===== src/rtl/mux_lut_gate_unit_pkg.sv =====
// Shared truth-table constants for the LUT gate unit.
// A table is indexed by {a,b}: bit 0 is a=0,b=0 ... bit 3 is a=1,b=1.
package mux_lut_gate_unit_pkg;

  localparam int TT_W = 4;

  typedef logic [TT_W-1:0] tt_t;

  localparam tt_t TT_AND   = 4'b1000;
  localparam tt_t TT_OR    = 4'b1110;
  localparam tt_t TT_XOR   = 4'b0110;
  localparam tt_t TT_NAND  = 4'b0111;
  localparam tt_t TT_NOTA  = 4'b0011;
  localparam tt_t TT_PASSB = 4'b1010;

  // Table loaded at reset.
  localparam tt_t TT_RESET = TT_AND;

endpackage


===== src/rtl/mux_lut_gate_unit_mux_41_bit.sv =====
// Single-lane 4:1 selector built from three 2:1 muxes.
// The first level picks on b, the second level picks on a, which together
// select tt[{a,b}].
module mux_41_bit
  import mux_lut_gate_unit_pkg::*;
(
  input  tt_t  tt_i,
  input  logic a_i,
  input  logic b_i,
  output logic y_o
);

  logic lo_sel;  // candidates with a=0
  logic hi_sel;  // candidates with a=1

  // First level: b chooses within each a-half of the table.
  always_comb begin
    lo_sel = b_i ? tt_i[1] : tt_i[0];
    hi_sel = b_i ? tt_i[3] : tt_i[2];
  end

  // Second level: a chooses between the two halves.
  assign y_o = a_i ? hi_sel : lo_sel;

endmodule


===== src/rtl/mux_lut_gate_unit.sv =====
// Per-lane programmable 2-input gate with a one-deep valid/ready output
// register and a saturating count of completed output handshakes.
module mux_lut_gate_unit
  import mux_lut_gate_unit_pkg::*;
#(
  parameter int WIDTH = 8,
  parameter int CNT_W = 16
) (
  input  logic             clk,
  input  logic             rst,
  input  logic             cfg_we,
  input  logic [3:0]       cfg_tt,
  input  logic             in_valid,
  output logic             in_ready,
  input  logic [WIDTH-1:0] a,
  input  logic [WIDTH-1:0] b,
  output logic             out_valid,
  input  logic             out_ready,
  output logic [WIDTH-1:0] y,
  output logic [3:0]       tt,
  output logic [CNT_W-1:0] op_count
);

  localparam logic [CNT_W-1:0] CNT_MAX = {CNT_W{1'b1}};

  tt_t              tt_q, tt_d;
  logic [WIDTH-1:0] y_q, y_d;
  logic             vld_q, vld_d;
  logic [CNT_W-1:0] cnt_q, cnt_d;
  logic [WIDTH-1:0] lane_res;
  logic             in_hs, out_hs;

  // The output register can take a new word when empty or being drained.
  assign in_ready = !vld_q || out_ready;
  assign in_hs    = in_valid && in_ready;
  assign out_hs   = vld_q && out_ready;

  // Lanes always see the registered table, so a same-cycle cfg write only
  // affects operands accepted on later cycles.
  for (genvar i = 0; i < WIDTH; i++) begin : g_lane
    mux_41_bit u_mux (
      .tt_i (tt_q),
      .a_i  (a[i]),
      .b_i  (b[i]),
      .y_o  (lane_res[i])
    );
  end

  // Next-state: table load, output register fill/drain, saturating counter.
  always_comb begin
    tt_d  = tt_q;
    y_d   = y_q;
    vld_d = vld_q;
    cnt_d = cnt_q;
    if (cfg_we) tt_d = cfg_tt;
    if (in_hs) begin
      y_d   = lane_res;
      vld_d = 1'b1;
    end else if (out_hs) begin
      vld_d = 1'b0;
    end
    if (out_hs && (cnt_q != CNT_MAX)) cnt_d = cnt_q + 1'b1;
  end

  // State registers; reset wins over any handshake or table write.
  always_ff @(posedge clk) begin
    if (rst) begin
      tt_q  <= TT_RESET;
      y_q   <= '0;
      vld_q <= 1'b0;
      cnt_q <= '0;
    end else begin
      tt_q  <= tt_d;
      y_q   <= y_d;
      vld_q <= vld_d;
      cnt_q <= cnt_d;
    end
  end

  assign out_valid = vld_q;
  assign y         = y_q;
  assign tt        = tt_q;
  assign op_count  = cnt_q;

endmodule


===== config.mk =====
export PLATFORM = sky130hd
export DESIGN_NAME = mux_lut_gate_unit
export DESIGN_NICKNAME = d
export VERILOG_FILES = /design/src/rtl/mux_lut_gate_unit_pkg.sv /design/src/rtl/mux_lut_gate_unit_mux_41_bit.sv /design/src/rtl/mux_lut_gate_unit.sv
export SDC_FILE = /design/constraint.sdc
export NUM_CORES = 1
export LEC_CHECK = 0
export CAP_MARGIN = 20
export CORE_ASPECT_RATIO = 0.7
export CORE_UTILIZATION = 50
export CTS_CLUSTER_DIAMETER = 100
export DETAILED_ROUTE_END_ITERATION = 12
export DONT_BUFFER_PORTS = 1
export PLACE_DENSITY = 0.73
export SETUP_SLACK_MARGIN = 0.1
export SYNTH_ARGS = -nofsm -noshare
export SYNTH_HDL_FRONTEND = slang
export SYNTH_HIERARCHICAL = 1
export SYNTH_SLANG_ARGS = --single-unit

===== constraint.sdc =====
create_clock -name clk -period 2.46 [get_ports clk]
set_input_delay 0.615 -clock clk [delete_from_list [all_inputs] [get_ports clk]]
set_output_delay 0.615 -clock clk [all_outputs]
set_load 0.02 [all_outputs]

==> metrics.txt <==
outcome finished clean; VDD IR max slightly above 0.3 mV; Yosys top cell by area dfxtp_1; Mean Syn Cell Area slightly above 9 µm²; first-pass GRT wire length 5.54 mm; total track usage 0.242; Synth Flop Type dfxtp_1; area post-placement approximately 0.0016 mm²; Final ANT Viol Nets 0; CP max stage delay slightly above 600 ps; top-count cell post-synth dfxtp_1; min cycle time layout approximately 2200 ps; vias in the first global route 1,151; # H-tree levels 2; CTS tree yes; DIE AREA between 0.003 and 0.004 mm²; Rows 16; TritonRoute pass-1 iters 4; Clock Skew approximately 9.6 ps; CTS buffer count 5; RSZ-0062 raised after global routing false; Cell Chain, Critical Path ha_1, inv_1, or4_1, or4_1, a21oi_1; CP Launch Type flop; Final period util 0.907; Via Count ~1,400; Mapped Area around 0.0015 mm²; leakage power about 0.58 nW; flip-flop and latch area between 500 and 600 µm²; Post-synth top cells dfxtp_1, nand2_1, a21oi_1; DRC violation count after routing 0; Antenna Cells 0; worst min-delay path class input port to flop; post-synthesis cell type count between 40 and 50; Final Net Count between 200 and 250; Tot Pwr about 1 mW; Metal-1 WL ~1.9 mm; WP buf/inv 1; final setup fails 0; Worst Tran Pin Value approximately 600 ps; Post-CTS Resized 0; met2 WL between 1.5 and 2 mm; initial antenna violation count 0; postcts setup bufs 0; design area 0.00169 mm²; number of flops mapped to enable cells by yosys 0; largest net degree at the start of global routing 31; DRT iter0 DRCs about 120; CP max FO 6; clock sinks 29; die width 67.8 µm; WL/cell 18.1 µm; crit path capture type flop; share of layout cells above drive strength 1 0.181; DR vias/cell approximately 6.5; critical path's most frequent cell or4_1; area of the multi-input gates 875 µm²; IO Count 55; ys async rst share 0; critical path required time 2680 ps; Worst slew margin 0.606; Initial Util 0.533; Fmax ~450 MHz; Setup CP Type flop to flop; RePlAce Congestion roughly 0.83; Fin Hold WS around 400 ps; post-synthesis net count approximately 190; port bufs 0; Layout area overhead 11.3%; critical path arrival 2450 ps; clock slew at reported path FFs ~70 ps; root buf cell clkbuf_8; Area contributors post-synth dfxtp_1, mux4_2, nand2_1, a21oi_1, nand3_1; Synth top area share 0.383; hold_buf cts 0; sequential area share after synthesis 0.383; Yosys reg bits 29; DP HPWL about 2.7 mm; GRT Residual Overflow 0; crit-path leading delay family simple AND/OR/NAND/NOR gates; Ys Warns 6; Syn Inst Count 165; worst skew pair latency just under 300 ps; final wirelength slightly below 4 mm; setup_tns 0 ps; total core area 0.00284 mm²; final hold violations 0; CTS max path bufs 2; Max-Cap Viols 0; PwrDens 581 mW/mm²; Die Span Y 48.1 µm; FILL cells around 240; Max Used Layer met4; metal3 WL roughly 370 µm; final slew viol count 0; CP max-delay cell or4_1
## stage by stage
stage | worst slack (ps) | utilization | cells
finish | 229 | 0.594 | 213
global route | 126 | 0.594 | 213
floorplan | 380 | - | 165
global placement | 322 | 0.565 | 205
CTS | 240 | 0.594 | 213
detailed placement | 267 | 0.565 | 205
## power breakdown
| part | switching (mW) | leakage (nW) | internal, mW | total [mW] |
|---|---|---|---|---|
| Sequential | 0.0347 | 0.236 | 0.486 | 0.520 |
| Clock | 0.188 | 0.0450 | 0.196 | 0.384 |
| Combinational | 0.0330 | 0.299 | 0.0427 | 0.0757 |
## registers in the layout (all words and copies together) (netlist names)
signal / flops
tt: 4
op_count: 16
y: 8
out_valid: 1
## placed cells by master (no fill, tap or decap), drive strengths merged, types with 2 or more instances in the layout
master,n
nor2,10
or4,4
nand3,14
inv,5
mux4,8
buf,11
mux2,2
dfxtp,29
nand4,6
a21oi,15
nor2b,2
clkinv,3
and4,3
a211oi,4
clkbuf,6
nor3,6
nand2,21
a41oi,2
mux2i,4
## final timing paths
path / startpoint / endpoint / slack (ps) / cells after the start
setup / recovery: op_count[0]$_SDFFE_PP0P_ / op_count[14]$_SDFFE_PP0P_ / 230 / 5
hold / removal: rst / op_count[14]$_SDFFE_PP0P_ / 390 / 1
setup reg to reg: op_count[0]$_SDFFE_PP0P_ / op_count[14]$_SDFFE_PP0P_ / 230 / 5
hold reg to reg: y[5]$_SDFFE_PP0P_ / y[5]$_SDFFE_PP0P_ / 550 / 2
## layer usage
metal,GRT usage,up-vias
li1,-,662
met1,0.341,643
met2,0.333,71
met3,0.0929,6
met4,0.0917,0
met5,0,-
## cell type report
cell class / instances / area share
clock inverter: 2 / 0.00593
tap: 36 / 0.0267
inverter: 6 / 0.0133
timing repair buffer: 11 / 0.0489
clock buffer: 6 / 0.0430
sequential: 29 / 0.344
multi-input combinational: 123 / 0.518
## cell families after synthesis
family,share of synthesized area
compound gates,0.158
fa+ha+maj,0.00825
buf+inv,0.0404
flops,0.383
mux,0.160
simple gates,0.250
Power figures use the tool's default switching activity.
